`src/rtl/ddr_arb_pkg.sv`:
```
// Shared definitions for the DDR2 MIG request arbiter: state encoding,
// MIG command codes, write-mask constants and the byte-to-MIG address map.
package ddr_arb_pkg;

    localparam int BEAT_W = 128;
    localparam int LINE_W = 2 * BEAT_W;
    localparam int MASK_W = BEAT_W / 8;

    typedef enum logic [2:0] {
        ST_IDLE     = 3'd0,
        ST_RD_CMD   = 3'd1,
        ST_RD_BEAT0 = 3'd2,
        ST_RD_BEAT1 = 3'd3,
        ST_WR_BEAT0 = 3'd4,
        ST_WR_BEAT1 = 3'd5,
        ST_WR_CMD   = 3'd6,
        ST_DONE     = 3'd7
    } arb_state_e;

    localparam logic [2:0] CMD_READ  = 3'b001;
    localparam logic [2:0] CMD_WRITE = 3'b000;

    localparam logic [MASK_W-1:0] MASK_NONE = 16'h0000;
    localparam logic [MASK_W-1:0] MASK_ALL  = 16'hFFFF;

    // Line index (byte address bits [29:5]) to the 31-bit MIG address.
    function automatic logic [30:0] mig_addr(input logic [24:0] line_idx);
        return {4'b0000, line_idx, 2'b00};
    endfunction

endpackage

```
`src/rtl/ddr_arb_grant.sv`:
```
// Winner selection between icache and dcache requests.
// Optional macro ARB_ROUND_ROBIN_EN: ties are broken by a last-grant
// pointer; without it dcache always wins a tie.
module ddr_arb_grant (
`ifdef ARB_ROUND_ROBIN_EN
    input  logic cpu_clk_g,
    input  logic rst,
    input  logic grant_en,
`endif
    input  logic ic_req,
    input  logic dc_req,
    output logic gnt_valid,
    output logic gnt_dc
);

    assign gnt_valid = ic_req | dc_req;

`ifdef ARB_ROUND_ROBIN_EN
    logic last_dc;

    // Remember who was served last; reset value means icache went last.
    always_ff @(posedge cpu_clk_g) begin
        if (rst) begin
            last_dc <= 1'b0;
        end else if (grant_en && gnt_valid) begin
            last_dc <= gnt_dc;
        end
    end

    // On a tie the requester not served last wins.
    always_comb begin
        gnt_dc = dc_req && (!ic_req || !last_dc);
    end
`else
    // Fixed priority: dcache over icache.
    always_comb begin
        gnt_dc = dc_req;
    end
`endif

endmodule

```
`src/rtl/ddr_req_arbiter.sv`:
```
// Shares one DDR2 MIG port between icache fills, dcache fills and dcache
// write-through stores, one transaction at a time.
// Optional macro ARB_ROUND_ROBIN_EN selects round-robin tie breaking.
//
// state    | meaning
// ---------+-------------------------------------------------------
// IDLE     | waiting for init_done and a request; grant and latch
// RD_CMD   | push read command when the address FIFO has room
// RD_BEAT0 | wait for first read beat (line bits 127:0)
// RD_BEAT1 | wait for second read beat, then write the line out
// WR_BEAT0 | push store beat with requester mask
// WR_BEAT1 | push fully masked filler beat
// WR_CMD   | push write command after both data beats
// DONE     | one-cycle done pulse to the served requester
module ddr_req_arbiter
    import ddr_arb_pkg::*;
(
    input  logic                cpu_clk_g,
    input  logic                rst,
    input  logic                ic_req,
    input  logic [31:0]         ic_addr,
    output logic                ic_done,
    output logic [LINE_W-1:0]   ic_line,
    input  logic                dc_req,
    input  logic                dc_we,
    input  logic [31:0]         dc_addr,
    input  logic [BEAT_W-1:0]   dc_wdata,
    input  logic [MASK_W-1:0]   dc_wmask,
    output logic                dc_done,
    output logic [LINE_W-1:0]   dc_line,
    output logic [2:0]          af_cmd_din,
    output logic [30:0]         af_addr_din,
    output logic                af_wr_en,
    input  logic                af_full,
    output logic [BEAT_W-1:0]   wdf_din,
    output logic [MASK_W-1:0]   wdf_mask_din,
    output logic                wdf_wr_en,
    input  logic                wdf_full,
    input  logic [BEAT_W-1:0]   rdf_dout,
    input  logic                rdf_valid,
    input  logic                init_done
);

    arb_state_e          state;
    arb_state_e          state_nxt;
    logic                arb_en;
    logic                gnt_valid;
    logic                gnt_dc;
    logic                grant_fire;
    logic                sel_dc;
    logic [30:0]         af_addr_r;
    logic [BEAT_W-1:0]   wdata_r;
    logic [MASK_W-1:0]   wmask_r;
    logic [BEAT_W-1:0]   beat0_r;
    logic                unused_addr_bits;

    // Only the 32-byte line index reaches the MIG.
    assign unused_addr_bits = ^{ic_addr[31:30], ic_addr[4:0],
                                dc_addr[31:30], dc_addr[4:0]};

    assign arb_en = (state == ST_IDLE) && init_done;

    ddr_arb_grant u_grant (
`ifdef ARB_ROUND_ROBIN_EN
        .cpu_clk_g (cpu_clk_g),
        .rst       (rst),
        .grant_en  (arb_en),
`endif
        .ic_req    (ic_req),
        .dc_req    (dc_req),
        .gnt_valid (gnt_valid),
        .gnt_dc    (gnt_dc)
    );

    // State register.
    always_ff @(posedge cpu_clk_g) begin
        if (rst) begin
            state <= ST_IDLE;
        end else begin
            state <= state_nxt;
        end
    end

    // Transaction latch at grant, read-beat capture and line write-out.
    // Beat 0 is staged so a line register only changes when the whole
    // fill is in, keeping the previous line stable during a refill.
    always_ff @(posedge cpu_clk_g) begin
        if (rst) begin
            sel_dc    <= 1'b0;
            af_addr_r <= '0;
            wdata_r   <= '0;
            wmask_r   <= MASK_NONE;
            beat0_r   <= '0;
            ic_line   <= '0;
            dc_line   <= '0;
        end else begin
            if (grant_fire) begin
                sel_dc    <= gnt_dc;
                af_addr_r <= mig_addr(gnt_dc ? dc_addr[29:5] : ic_addr[29:5]);
                if (gnt_dc && dc_we) begin
                    wdata_r <= dc_wdata;
                    wmask_r <= dc_wmask;
                end
            end
            if (state == ST_RD_BEAT0 && rdf_valid) begin
                beat0_r <= rdf_dout;
            end
            if (state == ST_RD_BEAT1 && rdf_valid) begin
                if (sel_dc) begin
                    dc_line <= {rdf_dout, beat0_r};
                end else begin
                    ic_line <= {rdf_dout, beat0_r};
                end
            end
        end
    end

    // Next state and MIG/requester strobes; data buses read zero when idle.
    always_comb begin
        state_nxt    = state;
        grant_fire   = 1'b0;
        af_wr_en     = 1'b0;
        af_cmd_din   = CMD_WRITE;
        af_addr_din  = '0;
        wdf_wr_en    = 1'b0;
        wdf_din      = '0;
        wdf_mask_din = MASK_NONE;
        ic_done      = 1'b0;
        dc_done      = 1'b0;
        case (state)
            ST_IDLE: begin
                if (arb_en && gnt_valid) begin
                    grant_fire = 1'b1;
                    state_nxt  = (gnt_dc && dc_we) ? ST_WR_BEAT0 : ST_RD_CMD;
                end
            end
            ST_RD_CMD: begin
                if (!af_full) begin
                    af_wr_en    = 1'b1;
                    af_cmd_din  = CMD_READ;
                    af_addr_din = af_addr_r;
                    state_nxt   = ST_RD_BEAT0;
                end
            end
            ST_RD_BEAT0: begin
                if (rdf_valid) begin
                    state_nxt = ST_RD_BEAT1;
                end
            end
            ST_RD_BEAT1: begin
                if (rdf_valid) begin
                    state_nxt = ST_DONE;
                end
            end
            ST_WR_BEAT0: begin
                if (!wdf_full) begin
                    wdf_wr_en    = 1'b1;
                    wdf_din      = wdata_r;
                    wdf_mask_din = wmask_r;
                    state_nxt    = ST_WR_BEAT1;
                end
            end
            ST_WR_BEAT1: begin
                if (!wdf_full) begin
                    wdf_wr_en    = 1'b1;
                    wdf_din      = '0;
                    wdf_mask_din = MASK_ALL;
                    state_nxt    = ST_WR_CMD;
                end
            end
            ST_WR_CMD: begin
                if (!af_full) begin
                    af_wr_en    = 1'b1;
                    af_cmd_din  = CMD_WRITE;
                    af_addr_din = af_addr_r;
                    state_nxt   = ST_DONE;
                end
            end
            ST_DONE: begin
                ic_done   = !sel_dc;
                dc_done   = sel_dc;
                state_nxt = ST_IDLE;
            end
            default: begin
                state_nxt = ST_IDLE;
            end
        endcase
    end

endmodule

```
`config.mk`:
```
export PLATFORM = sky130hd
export DESIGN_NAME = ddr_req_arbiter
export DESIGN_NICKNAME = d
export VERILOG_FILES = /design/src/rtl/ddr_arb_pkg.sv /design/src/rtl/ddr_arb_grant.sv /design/src/rtl/ddr_req_arbiter.sv
export SDC_FILE = /design/constraint.sdc
export NUM_CORES = 2
export LEC_CHECK = 0
export CORE_AREA = 3 3 404 406
export DETAILED_ROUTE_END_ITERATION = 10
export DIE_AREA = 0 0 407 409
export PLACE_DENSITY_LB_ADDON = 0.15
export SLEW_MARGIN = 20
export SYNTH_ARGS = -nofsm -noshare
export SYNTH_HDL_FRONTEND = slang
export SYNTH_SLANG_ARGS = --single-unit
```
`constraint.sdc`:
```
create_clock -name cpu_clk_g -period 3.6 [get_ports cpu_clk_g]
set_input_delay 0.36 -clock cpu_clk_g [delete_from_list [all_inputs] [get_ports cpu_clk_g]]
set_output_delay 0.36 -clock cpu_clk_g [all_outputs]
set_load 0.02 [all_outputs]
```
==> tab_implementation.tex <==
\begin{tabular}{lr}
\hline
Metric & Value \\
\hline
\multicolumn{2}{l}{\textbf{STA}} \\
\quad Finish-stage setup viols & 0 \\
\quad Final WS setup & 228 ps \\
\quad Setup repair after global routing missed its margin & no \\
\quad Hold violation total from the final report & 0 \\
\quad Final Max Tran Viols & 0 \\
\quad Transition time at the pin with the least slew margin & 947 ps \\
\quad Minimum clock period after layout & 3370 ps \\
\quad Setup\_tns & 0 ps \\
\quad Worst max-slew margin expressed relative to the limit & 36.6\% \\
\quad Worst clock skew on the final layout & 43.9 ps \\
\quad Highest clock frequency the design can meet & 297 MHz \\
\quad Final Cycle Share & 93.7\% \\
\multicolumn{2}{l}{\textbf{Yosys}} \\
\quad Main combinational cell family by area after synthesis & simple AND/OR/NAND/NOR gates \\
\quad Number of distinct library cells after synthesis & 38 \\
\quad Yosys warning total & 0 \\
\quad Primary FF master, synth & dfxtp\_1 \\
\quad Number of flops mapped to enable cells by yosys & 0 \\
\quad Netlist Area Pre-Place & 29,600 um2 \\
\quad Post-synthesis sequential area ratio & 55.0\% \\
\quad Xor and xnor fraction of the mapped netlist area & 0.0296\% \\
\quad Synthesized-area fraction occupied by and/or/nand/nor cells & 24.2\% \\
\quad Fraction of the mapped netlist area in adder cells & 0\% \\
\quad Mean instance size in the synthesized netlist & 7.87 um2 \\
\quad Post-Syn Instances & 3,759 \\
\quad Proportion of synthesized area in mux cells & 0.880\% \\
\quad Compound-gate portion of the synthesized area & 15.0\% \\
\quad Number of synthesized register bits & 813 \\
\quad Share of flip-flops with an asynchronous set or reset after synthesis & 0\% \\
\multicolumn{2}{l}{\textbf{Clocking}} \\
\quad Post-CTS Hold Buffers & 0 \\
\quad Maximum count of clock buffers along a single path & 3 \\
\quad Library cell used as clock root buffer & clkbuf\_16 \\
\quad Number of sinks driven by the clock tree & 813 \\
\quad TritonCTS clock tree & yes \\
\quad Clock transition at the registers of the reported paths & 60 ps \\
\quad Clock network latency to the later pin of the worst-skew pair & 720 ps \\
\quad Clock buffers created by TritonCTS & 101 \\
\quad H-tree depth & 3 \\
\multicolumn{2}{l}{\textbf{Pwr}} \\
\quad Switching part of the total power & 27.1\% \\
\quad Clock Power Share & 46.7\% \\
\quad Peak supply drop & 0.000352 V \\
\quad Reg power frac & 41.9\% \\
\quad Switching power total & 6.25 mW \\
\quad Combinational group share of total power & 11.3\% \\
\quad Static Leak & 15.0 nW \\
\quad Power density over the cells & 504 nW/um2 \\
\quad Pint & 16.8 mW \\
\multicolumn{2}{l}{\textbf{Detailed routing}} \\
\quad Ratio of routed vias to standard cells & 4.06 \\
\quad Detailed-routing iteration count for the pre-antenna-repair pass & 5 \\
\quad Drt wl/cell & 20.6 um \\
\quad Vias after detailed routing & 28,135 \\
\quad Final Routed Wirelength & 143,000 um \\
\quad Detail Route Antenna Nets & 0 \\
\quad Number of design rule violations left after detail routing & 0 \\
\quad Starting DRC count in detailed routing & 1,576 \\
\multicolumn{2}{l}{\textbf{Worst hold path}} \\
\quad Classification of the worst-slack hold path & primary input to register \\
\multicolumn{2}{l}{\textbf{Final layout}} \\
\quad Core Util, Final & 28.6\% \\
\quad P\&R area growth vs syn & 54.7\% \\
\quad Post-layout instance area & 45,800 um2 \\
\quad Final \#Nets & 5,010 \\
\quad Layout cell share with drive strength beyond 1 & 6.36\% \\
\multicolumn{2}{l}{\textbf{Setup path}} \\
\quad Req. time, crit path & 3240 ps \\
\quad Crit path capture type & output port \\
\quad Biggest fanout along the worst timing path & 64 \\
\quad Kind of critical path & register to output port \\
\quad Crit path DAT & 3010 ps \\
\quad Critical Path Start Type & register \\
\multicolumn{2}{l}{\textbf{Placed design}} \\
\quad Worst slack at placement & 755 ps \\
\quad Weighted congestion at the end of routability-driven global placement & 0.804 \\
\quad Cell Area, Placed & 42,100 um2 \\
\quad Number of I/O port buffers & 1,016 \\
\quad HPWL after detailed placement & 102,000 um \\
\multicolumn{2}{l}{\textbf{Floorplanning}} \\
\quad Chip Height & 409 um \\
\quad Width of the die & 407 um \\
\quad Starting Density & 18.5\% \\
\quad Number of rows in the core area & 147 \\
\quad Total Die Area & 166,000 um2 \\
\quad Core footprint & 160,000 um2 \\
\quad Top-Level Pins & 1,039 \\
\multicolumn{2}{l}{\textbf{Global route}} \\
\quad Initial antenna violation count & 24 \\
\quad Via count of the first global-routing pass & 27,061 \\
\quad First-pass GRT wire length & 201,000 um \\
\quad Total grt overflow & 0 \\
\quad Maximum number of pins on one net before global-route repair & 129 \\
\quad GRT Resource Usage Total & 16.4\% \\
\multicolumn{2}{l}{\textbf{Flow run}} \\
\quad Max Cap Violations & 0 \\
\multicolumn{2}{l}{\textbf{Status}} \\
\quad Status & completed \\
\hline
\end{tabular}
[worst max-delay path, stage by stage (launching register included)]
cell and delay (ps):
dfxtp_1 300, buf_4 220, inv_1 140, nor4_4 210, buf_4 190, buf_6 350
and2_1 190, clkdlybuf4s50_1 710
[metrics by stage]
stage | power [mW] | instances | hold WS [ps]
CTS | 23.5 | 6909 | 25.8
finish | 23.1 | 6927 | 95.9
detailed placement | 12.5 | 6720 | 444
floorplan | 11.1 | 3766 | 432
global placement | 12.5 | 6719 | 439
global route | 24.1 | 6924 | 78.5
[cell usage in the layout, fill, tap and decap left out, types with 8 or more instances in the layout]
cell,netlist,routed
nand2_1,1573,1571
clkdlybuf4s50_1,0,1014
dfxtp_1,813,811
a21oi_1,785,785
and2_1,153,153
clkbuf_16,0,102
buf_4,13,47
nor2_1,35,33
buf_12,0,32
clkbuf_8,0,31
clkinv_2,0,27
mux2i_1,26,26
a211oi_2,25,25
diode_2,0,16
o21a_1,16,16
clkbuf_1,126,10
conb_1,1,8
bufinv_16,0,8
[metal layers]
| layer | track usage [%] | share of wire, % |
|---|---|---|
| met3 | 6.08 | 8.4 |
| met2 | 26.8 | 47 |
| met1 | 19.9 | 42 |
| met4 | 5.11 | 2.5 |
| met5 | 0 | 0.030 |
[final cells by class]
class / instances / area (um2)
inverter: 2 / 7.51
clock inverter: 47 / 599
tap: 2160 / 2700
sequential: 813 / 16300
timing repair buffer: 1098 / 11200
multi-input combinational: 2649 / 11900
fill: 17405 / 114000
clock buffer: 142 / 2990
antenna: 16 / 40.0
[power by group through the flow]
| stage | clock (mW) | sequential [mW] | combinational, mW |
|---|---|---|---|
| after detailed placement | 0 | 9.85 | 2.65 |
| after floorplan | 0 | 9.76 | 1.39 |
| after global placement | 0 | 9.85 | 2.65 |
| after global routing | 11.5 | 9.70 | 2.88 |
| final | 10.8 | 9.66 | 2.62 |
| after CTS | 11.2 | 9.66 | 2.66 |
[registers in the layout (all words and copies together) (netlist names)]
name	flops
dc_line	256
beat0_r	128
wmask_r	16
state	3
sel_dc	1
wdata_r	128
ic_line	256
af_addr_r	25
[path summary, 6_finish.rpt]
check / slack (ps) / to / depth (start not counted) / startpoint
min: 100 / wmask_r[8]$_SDFFE_PP0P_ / 2 / rst
max: 230 / wdf_din[49] / 7 / state[2]$_SDFFE_PP0P_
min reg2reg: 450 / wdata_r[120]$_SDFFE_PP0P_ / 2 / wdata_r[120]$_SDFFE_PP0P_
max reg2reg: 1200 / wdata_r[119]$_SDFFE_PP0P_ / 5 / state[1]$_SDFFE_PP0P_
[repair_timing]
item                                   CTS  global route
cloned                                   0             1
endpoints found under the hold margin    0             0
setup endpoints to repair                3            12
resized for setup                        1             2
buffers inserted                         0             1
[Yosys cell counts, types with 7 or more instances]
cell type	instances	area share, %
a211oi_2	25	1.1
nand2_1	1573	20
clkbuf_1	126	1.6
mux2i_1	26	0.88
and2_1	153	3.2
nor2_1	35	0.44
dfxtp_1	813	55
buf_4	13	0.33
buf_6	7	0.27
buf_2	155	2.6
o21a_1	16	0.41
a21oi_1	785	13
[kinds of logic (layout without fill, tap and decap cells)]
group,count (synthesis),count (layout)
simple gates,1779,1779
compound gates,835,835
flops,813,813
buf+inv,304,1289
mux,26,26
other cells,1,24
xor+xnor,1,1
Power figures use the tool's default switching activity.
